**config.mk**
```make
export PLATFORM = sky130hd
export DESIGN_NAME = casio_seg_driver
export DESIGN_NICKNAME = d
export VERILOG_FILES = /design/src/rtl/casio_seg_driver_pkg.sv /design/src/rtl/casio_seg_driver_bin2bcd.sv /design/src/rtl/casio_seg_driver.sv
export SDC_FILE = /design/constraint.sdc
export NUM_CORES = 1
export LEC_CHECK = 0
export CORE_MARGIN = 2
export CORE_UTILIZATION = 40
export DETAILED_ROUTE_END_ITERATION = 12
export SETUP_SLACK_MARGIN = 0.02
export SLEW_MARGIN = 5
export SYNTH_ARGS = -nofsm -noshare
export SYNTH_HDL_FRONTEND = slang
export SYNTH_SLANG_ARGS = --single-unit
```
**constraint.sdc**
```tcl
create_clock -name clk -period 4.76 [get_ports clk]
set_clock_uncertainty 0.15 [all_clocks]
set_input_delay 0.714 -clock clk [delete_from_list [all_inputs] [get_ports clk]]
set_output_delay 0.714 -clock clk [all_outputs]
set_load 0.02 [all_outputs]
```
**src/rtl/casio_seg_driver_pkg.sv**
```systemverilog
// Shared definitions for the Casio-style 4-digit LED driver: glyphs,
// the dash/blank patterns and the digit scan order.
package casio_seg_driver_pkg;

  typedef enum logic [1:0] {
    DIG_HT = 2'd0,
    DIG_HO = 2'd1,
    DIG_MT = 2'd2,
    DIG_MO = 2'd3
  } digit_e;

  // Segment order is {g,f,e,d,c,b,a}, active-high.
  localparam logic [6:0] SEG_0     = 7'h3F;
  localparam logic [6:0] SEG_1     = 7'h06;
  localparam logic [6:0] SEG_2     = 7'h5B;
  localparam logic [6:0] SEG_3     = 7'h4F;
  localparam logic [6:0] SEG_4     = 7'h66;
  localparam logic [6:0] SEG_5     = 7'h6D;
  localparam logic [6:0] SEG_6     = 7'h7D;
  localparam logic [6:0] SEG_7     = 7'h07;
  localparam logic [6:0] SEG_8     = 7'h7F;
  localparam logic [6:0] SEG_9     = 7'h6F;
  localparam logic [6:0] SEG_DASH  = 7'h40;
  localparam logic [6:0] SEG_BLANK = 7'h00;

  function automatic logic [6:0] bcd_to_seg(input logic [3:0] bcd);
    logic [6:0] glyph;
    case (bcd)
      4'd0:    glyph = SEG_0;
      4'd1:    glyph = SEG_1;
      4'd2:    glyph = SEG_2;
      4'd3:    glyph = SEG_3;
      4'd4:    glyph = SEG_4;
      4'd5:    glyph = SEG_5;
      4'd6:    glyph = SEG_6;
      4'd7:    glyph = SEG_7;
      4'd8:    glyph = SEG_8;
      4'd9:    glyph = SEG_9;
      default: glyph = SEG_BLANK;
    endcase
    return glyph;
  endfunction

endpackage

```
**src/rtl/casio_seg_driver_bin2bcd.sv**
```systemverilog
// Combinational 0..63 binary to two-digit BCD split (tens, ones).
module casio_bin2bcd (
  input  logic [5:0] bin,
  output logic [3:0] tens,
  output logic [3:0] ones
);

  logic [5:0] base_s;

  // Compare chain selects the tens digit; the remainder below it is the ones digit.
  always_comb begin
    tens   = 4'd0;
    base_s = 6'd0;
    if (bin >= 6'd60) begin
      tens   = 4'd6;
      base_s = 6'd60;
    end else if (bin >= 6'd50) begin
      tens   = 4'd5;
      base_s = 6'd50;
    end else if (bin >= 6'd40) begin
      tens   = 4'd4;
      base_s = 6'd40;
    end else if (bin >= 6'd30) begin
      tens   = 4'd3;
      base_s = 6'd30;
    end else if (bin >= 6'd20) begin
      tens   = 4'd2;
      base_s = 6'd20;
    end else if (bin >= 6'd10) begin
      tens   = 4'd1;
      base_s = 6'd10;
    end else begin
      tens   = 4'd0;
      base_s = 6'd0;
    end
    ones = 4'(bin - base_s);
  end

endmodule

```
**src/rtl/casio_seg_driver.sv**
```systemverilog
// Multiplexed HH:MM 7-segment driver with per-digit blink and alarm colon flash.
// Inputs are shadowed once per frame so a frame never mixes old and new time.
module casio_seg_driver
  import casio_seg_driver_pkg::*;
#(
  parameter int SCAN_DIV  = 4,
  parameter int BLINK_DIV = 16
) (
  input  logic       clk,
  input  logic       rst,
  input  logic [4:0] hours,
  input  logic [5:0] minutes,
  input  logic [3:0] blink_en,
  input  logic       ring,
  output logic [6:0] seg,
  output logic       dp,
  output logic [3:0] an
);

  localparam int SCAN_W  = (SCAN_DIV > 1) ? $clog2(SCAN_DIV) : 1;
  localparam int BLINK_W = (BLINK_DIV > 1) ? $clog2(BLINK_DIV) : 1;
  localparam logic [SCAN_W-1:0]  SCAN_LAST  = SCAN_W'(SCAN_DIV - 1);
  localparam logic [BLINK_W-1:0] BLINK_LAST = BLINK_W'(BLINK_DIV - 1);

  logic [SCAN_W-1:0]  scan_cnt_r;
  logic [BLINK_W-1:0] blink_cnt_r;
  logic               blink_phase_r;
  digit_e             digit_r;
  digit_e             digit_nx_s;
  logic               scan_wrap_s;
  logic               frame_end_s;

  logic [4:0] hours_sh_r;
  logic [5:0] minutes_sh_r;
  logic [3:0] blink_sh_r;
  logic       ring_sh_r;

  logic [3:0] h_tens_s, h_ones_s, m_tens_s, m_ones_s;
  logic [3:0] bcd_s;
  logic       invalid_s;
  logic [6:0] seg_nx_s;
  logic       dp_nx_s;
  logic [3:0] an_nx_s;
  logic [6:0] seg_r;
  logic       dp_r;
  logic [3:0] an_r;

  assign scan_wrap_s = (scan_cnt_r == SCAN_LAST);
  assign frame_end_s = scan_wrap_s && (digit_r == DIG_MO);

  // Scan state register: dwell counter and current digit.
  always_ff @(posedge clk or posedge rst) begin
    if (rst) begin
      scan_cnt_r <= '0;
      digit_r    <= DIG_HT;
    end else begin
      scan_cnt_r <= scan_wrap_s ? '0 : scan_cnt_r + SCAN_W'(1);
      digit_r    <= digit_nx_s;
    end
  end

  // Next digit: advance on dwell wrap in fixed HT->HO->MT->MO order.
  always_comb begin
    digit_nx_s = digit_r;
    if (scan_wrap_s) begin
      case (digit_r)
        DIG_HT:  digit_nx_s = DIG_HO;
        DIG_HO:  digit_nx_s = DIG_MT;
        DIG_MT:  digit_nx_s = DIG_MO;
        DIG_MO:  digit_nx_s = DIG_HT;
        default: digit_nx_s = DIG_HT;
      endcase
    end else begin
      digit_nx_s = digit_r;
    end
  end

  // Free-running blink timebase, unrelated to the scan.
  always_ff @(posedge clk or posedge rst) begin
    if (rst) begin
      blink_cnt_r   <= '0;
      blink_phase_r <= 1'b0;
    end else if (blink_cnt_r == BLINK_LAST) begin
      blink_cnt_r   <= '0;
      blink_phase_r <= ~blink_phase_r;
    end else begin
      blink_cnt_r   <= blink_cnt_r + BLINK_W'(1);
    end
  end

  // Shadow registers: sample the live inputs on the last cycle of each frame.
  always_ff @(posedge clk or posedge rst) begin
    if (rst) begin
      hours_sh_r   <= 5'd0;
      minutes_sh_r <= 6'd0;
      blink_sh_r   <= 4'd0;
      ring_sh_r    <= 1'b0;
    end else if (frame_end_s) begin
      hours_sh_r   <= hours;
      minutes_sh_r <= minutes;
      blink_sh_r   <= blink_en;
      ring_sh_r    <= ring;
    end
  end

  casio_bin2bcd u_bcd_hours (
    .bin  ({1'b0, hours_sh_r}),
    .tens (h_tens_s),
    .ones (h_ones_s)
  );

  casio_bin2bcd u_bcd_minutes (
    .bin  (minutes_sh_r),
    .tens (m_tens_s),
    .ones (m_ones_s)
  );

  assign invalid_s = (hours_sh_r > 5'd23) || (minutes_sh_r > 6'd59);

  // Output decode for the digit currently being scanned.
  always_comb begin
    bcd_s    = 4'd0;
    seg_nx_s = SEG_BLANK;
    dp_nx_s  = 1'b0;
    an_nx_s  = 4'b1111;
    case (digit_r)
      DIG_HT:  begin bcd_s = h_tens_s; an_nx_s = 4'b1110; end
      DIG_HO:  begin bcd_s = h_ones_s; an_nx_s = 4'b1101; end
      DIG_MT:  begin bcd_s = m_tens_s; an_nx_s = 4'b1011; end
      DIG_MO:  begin bcd_s = m_ones_s; an_nx_s = 4'b0111; end
      default: begin bcd_s = 4'd0;     an_nx_s = 4'b1111; end
    endcase
    if (blink_phase_r && blink_sh_r[digit_r]) begin
      seg_nx_s = SEG_BLANK;
    end else if (invalid_s) begin
      seg_nx_s = SEG_DASH;
    end else begin
      seg_nx_s = bcd_to_seg(bcd_s);
    end
    if ((digit_r == DIG_HO) && !invalid_s) begin
      dp_nx_s = ring_sh_r ? ~blink_phase_r : 1'b1;
    end else begin
      dp_nx_s = 1'b0;
    end
  end

  // Registered outputs, one cycle behind the scan state.
  always_ff @(posedge clk or posedge rst) begin
    if (rst) begin
      seg_r <= 7'h00;
      dp_r  <= 1'b0;
      an_r  <= 4'b1111;
    end else begin
      seg_r <= seg_nx_s;
      dp_r  <= dp_nx_s;
      an_r  <= an_nx_s;
    end
  end

  assign seg = seg_r;
  assign dp  = dp_r;
  assign an  = an_r;

endmodule
```
==> flow_metrics.env <==
export IMPL_clk_pin_slew_worst_paths_ns=0.07
export IMPL_fin_setup_tns_ns=0
export IMPL_postLayoutCellArea_um2=2560
export IMPL_status="complete, no violations"
export IMPL_setup_viol=0
export IMPL_num_nets_final=260
export IMPL_ant_nets=0
export IMPL_wl_per_cell_um=12.7
export IMPL_yosysTopAreaCell="dfrtp_1"
export IMPL_ios=30
export IMPL_arrival_ns=3.46
export IMPL_holdCritStartpoint="scan_cnt_r[0]"
export IMPL_grt_max_degree=38
export IMPL_syn_inst=191
export IMPL_endpoint_kind="flip-flop"
export IMPL_hold_viol_final=0
export IMPL_grt_setup_unrepaired="no"
export IMPL_area_growth_pct=23.0
export IMPL_cts_htree_levels=2
export IMPL_dpl_instance_area_um2=2440
export IMPL_grt_remaining_overflow=0
export IMPL_synth_compound_area_frac=0.146
export IMPL_cts_setup_buffers=0
export IMPL_vias_per_cell=5.02
export IMPL_synth_top_family_by_area="compound AO/OA/AOI/OAI gates"
export IMPL_fillers=487
export IMPL_worst_setup_path_start_kind="flip-flop"
export IMPL_synthTopCellsByArea="dfrtp_1 (40%), ha_1 (10%), mux2_2 (8.7%)"
export IMPL_cap_viol_max_count=0
export IMPL_yosysWarnings=0
export IMPL_grt_use_total=0.146
export IMPL_dp_cells=286
export IMPL_synth_adder_area_share=0.126
export IMPL_drt_pre_antenna_iters=5
export IMPL_multi_input_area_um2=1050
export IMPL_die_w_um=76.1
export IMPL_hpwl_um=2750
export IMPL_final_core_util=0.504
export IMPL_initial_core_util=0.410
export IMPL_slew_viol_final=0
export IMPL_crit_start="minutes_sh_r[4]"
export IMPL_hold_class="flip-flop to flip-flop"
export IMPL_fmax_mhz=291
export IMPL_cts_sinks=37
export IMPL_most_common_layout_cells="dfrtp_1 (33), clkdlybuf4s50_1 (29), inv_1 (21)"
export IMPL_synth_edf_count=0
export IMPL_post_cts_resized=0
export IMPL_ff_latch_area_um2=931
export IMPL_syn_area_per_cell_um2=10.9
export IMPL_synth_ff_type="dfrtp_1"
export IMPL_setup_ws_ns=1.33
export IMPL_grt_pass1_vias=1522
export IMPL_finalPower_mw=0.700
export IMPL_r2r_start="minutes_sh_r[4]"
export IMPL_grt_antenna_before_repair=0
export IMPL_synth_simple_gate_area_frac=0.106
export IMPL_fin_crit_ns=3.43
export IMPL_place_gp_congestion=0.778
export IMPL_synth_area_mux_share=0.117
export IMPL_root_buffer="clkbuf_8"
export IMPL_yosys_area_share_xor_xnor=0.00842
export IMPL_vdd_drop_max_uv=245
export IMPL_synth_top_area_frac=0.397
export IMPL_die_h_um=76.1
export IMPL_antenna_cells=0
export IMPL_worstSetupPathType="flip-flop to flip-flop"
export IMPL_remaining_drc_errors=0
export IMPL_netlist_area_um2=2080
export IMPL_cp_max_fo=12
export IMPL_fin_cells=294
export IMPL_clk_latency_ns=0.29
export IMPL_drt_initial_drc_count=72
export IMPL_synth_async_reset_ratio=1.00
export IMPL_ys_types=43
export IMPL_core_area_um2=5070
export IMPL_vias=1476
export IMPL_p_leak_nw=1.13
export IMPL_yosysSeqAreaShare=0.448
export IMPL_timing_final_crit_share=0.721
export IMPL_post_place_ws_ns=1.30
export IMPL_final_common_cell="dfrtp_1"
export IMPL_io_buffer_count=29
export IMPL_tritoncts="done"
export IMPL_drive_above_1_share=0.143
export IMPL_ys_ff_latch=37
export IMPL_max_slew_margin_rel=0.343
export IMPL_hold_buffers=0
export IMPL_grt_pass1_wl_um=6790
export IMPL_routed_wl_um=3740
export IMPL_dieArea_um2=5790
export IMPL_cts_buffers_inserted=5
export IMPL_required_ns=4.79
export IMPL_p_per_area_nw_per_um2=273
export IMPL_whs_ns=0.283
export IMPL_syn_nets=228
export IMPL_num_rows=26
export IMPL_worst_pin_slew_ns=0.980
export IMPL_clock_path_buffers=2
==> logic make-up after synthesis <==
logic type,after synthesis
adders and majority gates,20
DFF,37
muxes,21
AOI/OAI and AO/OA,42
buffers and inverters,26
xor gates and xnor gates,2
and+or+nand+nor,43
==> per-layer routing <==
metal  global-route usage  wire length (µm)  vias to the layer above
li1                     -                 -                      746
met3               0.0474               152                        6
met4               0.0436                51                        0
met2                0.233              1700                       29
met5                    0                 0                        -
met1                0.192              1830                      695
==> worst max-delay path: stages (launching register included) <==
cell and delay, ns:
dfrtp_1 0.51, nor2b_1 0.24, o21ai_0 0.10, a31oi_1 0.20, inv_1 0.06, ha_1 0.19, fa_1 0.37, inv_1 0.08
nand4_1 0.07, a31oi_1 0.80, a21oi_1 0.22, o311ai_0 0.32
==> final timing paths <==
path	slack, ns	end	cells after the start
max reg2reg	1.33	seg[0]	11
min	0.28	scan_cnt_r[0]	1
max in group asynchronous	3.43	an[1]	3
max	1.33	seg[0]	11
min reg2reg	0.28	scan_cnt_r[0]	1
min in group asynchronous	0.68	blink_cnt_r[3]	3
==> power breakdown <==
group	total [mW]	leakage [nW]	internal [mW]	switching (mW)
registers	0.335	0.444	0.326	0.00867
logic	0.0861	0.624	0.0444	0.0417
clock network	0.279	0.0585	0.171	0.108
total	0.700	1.13	0.541	0.159
==> final cells by class <==
type | count | share of cell area
Timing Repair Buffer | 30 | 0.116
Tap cell | 70 | 0.0342
Clock buffer | 7 | 0.0337
Multi-Input combinational cell | 128 | 0.409
Inverter | 21 | 0.0308
Sequential cell | 37 | 0.364
Clock inverter | 1 | 0.0117
==> state kept, by name, indices dropped and copies added, names as in the netlist <==
name,flops
blink_sh_r,4
seg,7
scan_cnt_r,2
hours_sh_r,5
minutes_sh_r,6
blink_phase_r,1
digit_r,2
blink_cnt_r,4
dp,1
ring_sh_r,1
an,4
==> cells in the mapped netlist (2+ instances only) <==
| cell | number |
|---|---|
| nand4_1 | 2 |
| mux2i_1 | 4 |
| o311ai_0 | 2 |
| nand2b_1 | 4 |
| o32ai_1 | 2 |
| nor2b_1 | 5 |
| inv_1 | 21 |
| a21oi_1 | 6 |
| dfrtp_1 | 33 |
| dfstp_2 | 4 |
| a31o_1 | 2 |
| a21o_1 | 2 |
| fa_1 | 2 |
| o211ai_1 | 3 |
| nand2_1 | 13 |
| o21ai_0 | 10 |
| mux2_2 | 16 |
| ha_1 | 17 |
| a31oi_1 | 5 |
| nor3_1 | 2 |
| nand3_1 | 5 |
| buf_2 | 3 |
| nor2_1 | 7 |
| clkbuf_1 | 2 |
Note: power is estimated with default switching activity, not from simulation.
